<file path="src/rtl/bus_irq_dispatch_pkg.sv">
// Shared definitions for the interrupt dispatcher.
// Holds the FSM state encoding, the bus width constants shared with the bus slave blocks,
// and a helper that sizes the shared wait/settle counter.
package bus_irq_dispatch_pkg;

    localparam int unsigned BusAddrWidth = 32;
    localparam int unsigned BusDataWidth = 32;

    typedef enum logic [2:0] {
        StIdle,
        StRd,
        StDisp,
        StWr,
        StGuard
    } state_e;

    // Width of a counter that must reach max(a, b); never narrower than one bit.
    function automatic int unsigned cnt_width(int unsigned a, int unsigned b);
        int unsigned m;
        int unsigned w;
        m = (a > b) ? a : b;
        w = $clog2(m + 1);
        return (w == 0) ? 1 : w;
    endfunction

endpackage

</file>
<file path="src/rtl/bus_irq_dispatch_prio_enc.sv">
// irq_prio_enc: combinational find-first-set with a start index.
// The search begins at start_i and wraps modulo Width, so start_i = 0 gives plain
// lowest-set-bit priority.
// Ports:
//   req_i    request vector
//   start_i  first index to examine (must be < Width)
//   found_o  at least one request bit is set
//   idx_o    index of the first set bit at or after start_i (wrapping)
module irq_prio_enc #(
    parameter int unsigned Width = 32,
    parameter int unsigned IdW   = 5
) (
    input  logic [Width-1:0] req_i,
    input  logic [IdW-1:0]   start_i,
    output logic             found_o,
    output logic [IdW-1:0]   idx_o
);

    logic [IdW:0] pos;

    // Walk from the farthest candidate back to the nearest so the nearest set bit wins.
    always_comb begin
        found_o = 1'b0;
        idx_o   = '0;
        pos     = '0;
        for (int k = Width - 1; k >= 0; k--) begin
            pos = {1'b0, start_i} + (IdW + 1)'(k);
            if (pos >= (IdW + 1)'(Width)) begin
                pos = pos - (IdW + 1)'(Width);
            end
            if (req_i[pos[IdW-1:0]]) begin
                found_o = 1'b1;
                idx_o   = pos[IdW-1:0];
            end
        end
    end

endmodule

</file>
<file path="src/rtl/bus_irq_dispatch.sv">
// bus_irq_dispatch: bus-master servicing end of one interrupt register.
// On irq it reads the register, offers each enabled pending bit as an ID over a
// valid/ready handshake, then writes the handled bits back so they toggle to 0.
// Build option: define IRQ_DISPATCH_RR_EN for round-robin ID selection; otherwise
// the lowest pending bit is always offered first.
// Ports:
//   bus_clk_i, bus_reset_i          clock, asynchronous active-high reset
//   irq_i, mask_i                   interrupt request and per-bit service enable
//   mst_addr_o/re_o/we_o/wr_data_o  bus master request
//   mst_rd_data_i/rd_ack_i/wr_ack_i bus master response (acks may be combinational)
//   vec_valid_o/vec_id_o/vec_ready_i interrupt ID handshake
//   busy_o, err_o                   FSM not idle; sticky bus timeout
module bus_irq_dispatch
    import bus_irq_dispatch_pkg::*;
#(
    parameter int unsigned ADDR           = 0,
    parameter int unsigned OFFSET         = 0,
    parameter int unsigned DATAWIDTH      = 32,
    parameter int unsigned BUS_ADDR_WIDTH = BusAddrWidth,
    parameter int unsigned BUS_DATA_WIDTH = BusDataWidth,
    parameter int unsigned IDW            = 5,
    parameter int unsigned TIMEOUT        = 255,
    parameter int unsigned GUARD          = 3
) (
    input  logic                      bus_clk_i,
    input  logic                      bus_reset_i,
    input  logic                      irq_i,
    input  logic [DATAWIDTH-1:0]      mask_i,
    output logic [BUS_ADDR_WIDTH-1:0] mst_addr_o,
    output logic                      mst_re_o,
    output logic                      mst_we_o,
    output logic [BUS_DATA_WIDTH-1:0] mst_wr_data_o,
    input  logic [BUS_DATA_WIDTH-1:0] mst_rd_data_i,
    input  logic                      mst_rd_ack_i,
    input  logic                      mst_wr_ack_i,
    output logic                      vec_valid_o,
    output logic [IDW-1:0]            vec_id_o,
    input  logic                      vec_ready_i,
    output logic                      busy_o,
    output logic                      err_o
);

    localparam int unsigned CntW = cnt_width(TIMEOUT, GUARD);

    state_e                    state_q, state_d;
    logic [DATAWIDTH-1:0]      pending_q, pending_d;
    logic [DATAWIDTH-1:0]      handled_q, handled_d;
    logic [CntW-1:0]           cnt_q, cnt_d;
    logic                      err_q, err_d;
    logic                      vec_valid_q, vec_valid_d;
    logic [IDW-1:0]            vec_id_q, vec_id_d;
    logic [IDW-1:0]            start_idx;
    logic                      enc_found;
    logic [IDW-1:0]            enc_idx;
    logic                      fire;
    logic [DATAWIDTH-1:0]      sel_bit;
    logic [DATAWIDTH-1:0]      rd_bits;
    logic [BUS_DATA_WIDTH-1:0] rd_shifted;

    assign rd_shifted = mst_rd_data_i >> OFFSET;
    assign rd_bits    = rd_shifted[DATAWIDTH-1:0] & mask_i;
    assign fire       = vec_valid_q & vec_ready_i;
    assign sel_bit    = DATAWIDTH'(1) << vec_id_q;

    generate
        if (BUS_DATA_WIDTH > DATAWIDTH) begin : g_rd_hi
            logic unused_rd_hi;
            assign unused_rd_hi = ^rd_shifted[BUS_DATA_WIDTH-1:DATAWIDTH];
        end
    endgenerate

`ifdef IRQ_DISPATCH_RR_EN
    logic [IDW-1:0] last_q, last_d;

    assign last_d    = fire ? vec_id_q : last_q;
    assign start_idx = (last_d == IDW'(DATAWIDTH - 1)) ? '0 : last_d + IDW'(1);

    always_ff @(posedge bus_clk_i or posedge bus_reset_i) begin
        if (bus_reset_i) begin
            last_q <= IDW'(DATAWIDTH - 1);
        end else begin
            last_q <= last_d;
        end
    end
`else
    assign start_idx = '0;
`endif

    // Searching the post-accept pending set lets the next ID appear the cycle after an accept.
    irq_prio_enc #(
        .Width (DATAWIDTH),
        .IdW   (IDW)
    ) u_prio_enc (
        .req_i   (pending_d),
        .start_i (start_idx),
        .found_o (enc_found),
        .idx_o   (enc_idx)
    );

    // State register and datapath registers.
    always_ff @(posedge bus_clk_i or posedge bus_reset_i) begin
        if (bus_reset_i) begin
            state_q     <= StIdle;
            pending_q   <= '0;
            handled_q   <= '0;
            cnt_q       <= '0;
            err_q       <= 1'b0;
            vec_valid_q <= 1'b0;
            vec_id_q    <= '0;
        end else begin
            state_q     <= state_d;
            pending_q   <= pending_d;
            handled_q   <= handled_d;
            cnt_q       <= cnt_d;
            err_q       <= err_d;
            vec_valid_q <= vec_valid_d;
            vec_id_q    <= vec_id_d;
        end
    end

    // Next-state logic.
    always_comb begin
        state_d   = state_q;
        pending_d = pending_q;
        handled_d = handled_q;
        err_d     = err_q;
        unique case (state_q)
            StIdle: begin
                if (irq_i) begin
                    state_d = StRd;
                end
            end
            StRd: begin
                if (mst_rd_ack_i) begin
                    pending_d = rd_bits;
                    handled_d = '0;
                    state_d   = (|rd_bits) ? StDisp : StGuard;
                end else if (cnt_q == CntW'(TIMEOUT - 1)) begin
                    err_d   = 1'b1;
                    state_d = StGuard;
                end
            end
            StDisp: begin
                if (fire) begin
                    pending_d = pending_q & ~sel_bit;
                    handled_d = handled_q | sel_bit;
                    if (pending_d == '0) begin
                        state_d = StWr;
                    end
                end
            end
            StWr: begin
                if (mst_wr_ack_i) begin
                    state_d = StGuard;
                end else if (cnt_q == CntW'(TIMEOUT - 1)) begin
                    err_d   = 1'b1;
                    state_d = StGuard;
                end
            end
            StGuard: begin
                if (cnt_q == CntW'(GUARD - 1)) begin
                    state_d = StIdle;
                end
            end
            default: state_d = StIdle;
        endcase

        // One counter serves both the ack timeout and the guard interval.
        if (state_d != state_q || state_q == StIdle || state_q == StDisp) begin
            cnt_d = '0;
        end else begin
            cnt_d = cnt_q + CntW'(1);
        end

        vec_valid_d = (state_q == StDisp) && enc_found;
        vec_id_d    = vec_valid_d ? enc_idx : '0;
    end

    // Outputs.
    always_comb begin
        mst_re_o      = 1'b0;
        mst_we_o      = 1'b0;
        mst_addr_o    = '0;
        mst_wr_data_o = '0;
        unique case (state_q)
            StRd: begin
                mst_re_o   = 1'b1;
                mst_addr_o = BUS_ADDR_WIDTH'(ADDR);
            end
            StWr: begin
                mst_we_o      = 1'b1;
                mst_addr_o    = BUS_ADDR_WIDTH'(ADDR);
                mst_wr_data_o = BUS_DATA_WIDTH'(handled_q) << OFFSET;
            end
            default: ;
        endcase
        busy_o      = (state_q != StIdle);
        err_o       = err_q;
        vec_valid_o = vec_valid_q;
        vec_id_o    = vec_id_q;
    end

endmodule
</file>
<file path="config.mk">
export PLATFORM = sky130hd
export DESIGN_NAME = bus_irq_dispatch
export DESIGN_NICKNAME = d
export VERILOG_FILES = /design/src/rtl/bus_irq_dispatch_pkg.sv /design/src/rtl/bus_irq_dispatch_prio_enc.sv /design/src/rtl/bus_irq_dispatch.sv
export SDC_FILE = /design/constraint.sdc
export NUM_CORES = 1
export LEC_CHECK = 0
export ABC_AREA = 1
export BUFFER_PORTS_ARGS = -buffer_cell sky130_fd_sc_hd__buf_2
export CORE_MARGIN = 2
export CORE_UTILIZATION = 55
export CTS_CLUSTER_SIZE = 8
export DETAILED_ROUTE_END_ITERATION = 8
export PLACE_DENSITY = 0.83
export SLEW_MARGIN = 10
export SYNTH_ARGS = -nofsm -noshare
export SYNTH_HDL_FRONTEND = slang
export SYNTH_SLANG_ARGS = --single-unit
</file>
<file path="constraint.sdc">
create_clock -name bus_clk_i -period 4.3 [get_ports bus_clk_i]
set_input_delay 0.43 -clock bus_clk_i [delete_from_list [all_inputs] [get_ports bus_clk_i]]
set_output_delay 0.43 -clock bus_clk_i [all_outputs]
set_load 0.01 [all_outputs]
</file>
After elaboration in Yosys (flattened, before gate mapping)
Cells that the tools add are included. W data, S select, Z words.

Reductions and logical operators: 11. Multiplexer cells: 88. Equality and inequality tests: 11. Bitwise operators: 5. Shifts and indexed selects: 1. $add $sub $neg: 1.

Operators by type and width (number): $mux W5 (33); $mux W32 (5); $pmux W32 S2 (2); $and A32 B32 Y32 (2); $mux W1 (37); $logic_not A32 Y1 (1); $not A32 Y32 (1); $or A32 B32 Y32 (1); $reduce_or A32 Y1 (1); $shl A1 B5 Y32 const A (1); $mux W3 (8); $pmux W3 S5 (1); $add A8 B1 Y8 const B (1); $eq A8 B2 Y1 const B (1); $eq A8 B8 Y1 const B (1); $mux W8 (1); $ne A2 B2 Y1 const B (4); $eq A3 B2 Y1 const B (2); $reduce_and A3 Y1 (2); $reduce_bool A2 Y1 (2); $eq A3 B1 Y1 const B (1); $eq A3 B3 Y1 const B (1); $logic_not A3 Y1 (1); $ne A3 B3 Y1 (1); 5 further kinds (6).

Input port bits: 70. Logic and storage cells: 124. Bits in registers: 82.

Logic depth before layout (Yosys ltp)
Depth after elaboration: 39. Gate-level depth with buffers: 37. Mapped depth without buffers: 37.

Modules after synthesis
From an unflattened synthesis, not the netlist that was laid out.

Cells, all modules: 1520. Area, all modules: 8778.4 um^2.

Modules (own cells, without submodules): bus_irq_dispatch (cells each 673, area an instance 4745.8 um^2, times used 1, seq. area each 2052.0 um^2); irq_prio_enc (cells each 847, area an instance 4032.6 um^2, times used 1, seq. area each 0.0 um^2).

Worst setup path before layout
OpenSTA, ideal clock, no wires.

Path type: reg2reg. From: register state_q[2]. To: register vec_id_q[0], in the netlist vec_id_o[0]. Clock period less this slack: 2525 ps. Slack: 1775 ps. Data required time: 4183 ps. Stages on the path, launching flop included: 35. Buffers on the path: 0. Data arrival time: 2408 ps. Library setup time: 117 ps. Cells stage by stage: dfrtp_1 > inv_2 > nand3_4 > nor2_4 > inv_2 > nor2_1 > o21ai_2 > o21ai_2 > nand2_1 > nand2_1 > nand2_1 > nand2_1 > nand2_1 > nand2_1 > nand2_1 > nand2_1 > nand2_1 > nand2_1 > nand2_1 > nand2_1 > nand2_1 > nand2_1 > nand2_1 > nand2_1 > nand2_1 > nand2_1 > nand2_1 > nand2_1 > nand2_1 > nand2_1 > nand2_1 > nand2_1 > nand2_1 > nand2_1 > a21oi_2.

Cells in the longest elaborated chain, start to end: 36. Elaborated cells on any way between the ends: 69. Those cells by class: eq/ne: 2; mux: 66; reduce/logical: 1.

Ends and longest elaborated chain: start, declared (line bus_irq_dispatch.sv:45) `state_e state_q, state_d;`; start signal, assigned (line bus_irq_dispatch.sv:103) `state_q <= StIdle;`; start signal, assigned (line bus_irq_dispatch.sv:111) `state_q <= state_d;`; $eq A3 B2 Y1 / $eq A3 B1 Y1 (equally long branches) (line bus_irq_dispatch.sv:127, bus_irq_dispatch.sv:175); $pmux W32 S2 (line bus_irq_dispatch.sv:127) `unique case (state_q)`; $mux W1 (32 in a row) (line bus_irq_dispatch_prio_enc.sv:31) `if (req_i[pos[IdW-1:0]]) begin`; $logic_and A1 B1 Y1 (line bus_irq_dispatch.sv:175) `vec_valid_d = (state_q == StDisp) && enc_found;`; $mux W5 (*) (line bus_irq_dispatch.sv:176) `vec_id_d = vec_valid_d ? enc_idx : '0;`; via vec_id_d[0] (line bus_irq_dispatch.sv:51) `logic [IDW-1:0] vec_id_q, vec_id_d;`; end signal, assigned (line bus_irq_dispatch.sv:117) `vec_id_q <= vec_id_d;`; end, declared (line bus_irq_dispatch.sv:51).

Mark *: on every way through the listed nets, which the timed path passes. The rest lies on a longest branch. A chain may end at the register's enable or synchronous reset.

Worst setup path in the final report
Same ends and word-level chain as after synthesis.

==> results.txt <==
P&R area growth vs syn - 15.0%
Starting Density - 56.9%
Slew Viols, Final - 0
Setup Skew - 0.00946 ns
Number of iterations in the first detailed-routing pass - 7
Core footprint - 9240 um^2
PortBufs - 111
Pre-CTS setup slack - 1.09 ns
WL/cell - 14.7 um
Worst Hold Class - in2async
Initial antenna violation count - 0
Die height - 102 um
DRC violations left - 0
Vias per cell - 5.31
Largest net degree at the start of global routing - 50
First-pass GRT wire length - 23,100 um
Startpoint types - flip-flop
Detail Route Antenna Nets - 0
Crit. End Element - flip-flop
Most common cell after layout, fill and taps aside - nand2_1
Peak Freq - 0.305 GHz
Htree depth - 3
Crit Path Class - reg2reg
Final wirelength - 14,600 um
CTS Buffer Depth - 2
Most used cell along the critical path - nand2_1
Number of global-route vias before repair - 4,587
Iteration-0 DRC Markers - 611
CTS sink cnt - 82
# setup viols final - 0
Hold buffers post-CTS - 0
Die width - 102 um
Metal3 WL - 1640 um
Final setup TNS - 0 ns
Final Util - 65.4%
Crit Path Max Fanout - 19
Post-synthesis sequential area ratio - 39.0%
# resized after CTS - 0
Nets@finish - 936
CTS Buf Count - 9
RSZ-0062 raised after global routing - false
Placed cells - 982
Area of the die - 10,400 um^2
Crit path DAT - 3.54 ns
Share of layout cells above drive strength 1 - 18.8%
Most frequent cells in the layout - nand2_1, nor2_1, buf_2
Min Tclk post-route - 3.27 ns
Post-CTS Setup Inserts - 0
Max IR drop VDD - 0.425 mV
Leak Pwr - 0.00320 uW
Total Power - 3340 uW
Ports - 144
Max_slew headroom - 31.5%
Global Route Usage Sum - 29.1%
Uppermost layer routed - met4
Max-Cap Viols - 0
Post-detail-place hpwl - 11,200 um
Period utilisation layout - 76.1%
Final hold vios - 0
CP Data Required Time - 4.56 ns
Synthesized area - 5260 um^2
Layout Cells excl Fill - 998
Mean post-synth cell area - 6.95 um^2
CTS tree - built
Power per cell area - 552 nW/um^2
Crit path largest cell delay - 0.42 ns
Clock transition at path regs - 0.09 ns
Clock Latency Late Sink - 0.36 ns
M1 wire length - 6110 um
GRT overflow - 0
Vias - 5,298
Synthesized instance count - 756
Yosys reg bits - 82
Synth warn - 0
Num rows - 35
PnR worst setup slack - 1.03 ns
Placer Congestion - 1.01
Status - finished, final reports clean
Worst-Margin Slew - 1.02 ns
WL met2 - 6460 um
Yosys cell types - 45
Root Buffer - clkbuf_8
Crit path max-delay cell type - dfrtp_1
Antenna Cells - 0
==> cells in the mapped netlist, drive strengths merged <==
library cell / n / share of area, %
a2111o: 1 / 0.21
a211o: 1 / 0.17
a211oi: 2 / 0.29
a21o: 2 / 0.29
a21oi: 45 / 4.4
a221oi: 1 / 0.17
a22o: 1 / 0.17
a31oi: 2 / 0.36
and3: 1 / 0.12
buf: 43 / 5.8
clkbuf: 10 / 0.71
clkinv: 1 / 0.071
conb: 1 / 0.071
dfrtp: 82 / 39
ha: 2 / 0.48
inv: 116 / 8.3
nand2: 204 / 15
nand3: 33 / 4.1
nand4: 15 / 1.8
nor2: 119 / 9.5
nor3: 8 / 0.86
nor3b: 2 / 0.29
nor4: 7 / 1.1
o2111ai: 2 / 0.33
o21a: 19 / 2.7
o21ai: 29 / 2.9
o21bai: 2 / 0.29
o41ai: 2 / 0.33
xnor2: 1 / 0.17
xor2: 2 / 0.33
==> critical path: cells and delay by family (launching register included) <==
| family | cells | cell delay, ns |
|---|---|---|
| simple gates | 29 | 2.22 |
| flops | 1 | 0.42 |
| buf+inv | 2 | 0.29 |
| compound gates | 3 | 0.22 |
==> cell families (layout without fill, tap and decap cells) <==
group           after synthesis  count (layout)  synth area share [%]
flops                        82              82                  39.0
buf+inv                     170             252                  15.0
other cells                   1              32                0.0714
xor+xnor                      3               3                 0.500
compound gates              109             109                  12.6
simple gates                389             389                  32.4
fa+ha+maj                     2               2                 0.476
==> sequential cells by signal, summed over array words and instances, names as in the netlist <==
| name | flops |
|---|---|
| vec_valid_o | 1 |
| state_q | 3 |
| vec_id_o | 5 |
| pending_q | 32 |
| cnt_q | 8 |
| handled_q | 32 |
| err_o | 1 |
==> metrics by stage <==
stage	area [um^2]	hold slack (ns)
finish	6050	0.190
CTS	6050	0.222
global route	6050	0.270
detailed placement	5810	0.458
global placement	5810	0.459
floorplan	5370	0.455
==> layer usage <==
metal / global-route usage, % / vias up
met5: 0 / -
met4: 11.7 / 0
li1: - / 2521
met1: 41.7 / 2414
met3: 6.69 / 46
met2: 42.7 / 317
==> worst paths after layout <==
kind                                    from          end  slack [ns]  cells after the start
min in group bus_clk_i          mst_wr_ack_i        err_o        0.39                      4
worst max-delay path              state_q[2]  vec_id_o[0]        1.03                     34
max in group asynchronous        bus_reset_i  vec_id_o[2]        3.14                      3
worst min-delay path             bus_reset_i     cnt_q[3]        0.19                      2
worst min register to register         err_o        err_o        0.48                      1
worst max register to register    state_q[2]  vec_id_o[0]        1.03                     34
==> layout make-up <==
type,instances,area (um^2)
fillers,866,3190
multi-input cells,535,2530
flip-flops and latches,82,2050
repair buffers,119,616
inverters,117,443
well taps,129,161
clock buffers,10,128
clock inverters,6,113
==> report_power, final <==
group	total, uW	leakage (uW)	switching (uW)	internal (uW)
sequential	1070	0.00111	140	932
combinational	1590	0.00197	1070	515
clock	680	0.000121	291	389
total	3340	0.00320	1500	1840
No activity file was read; power rests on OpenSTA's default activity.
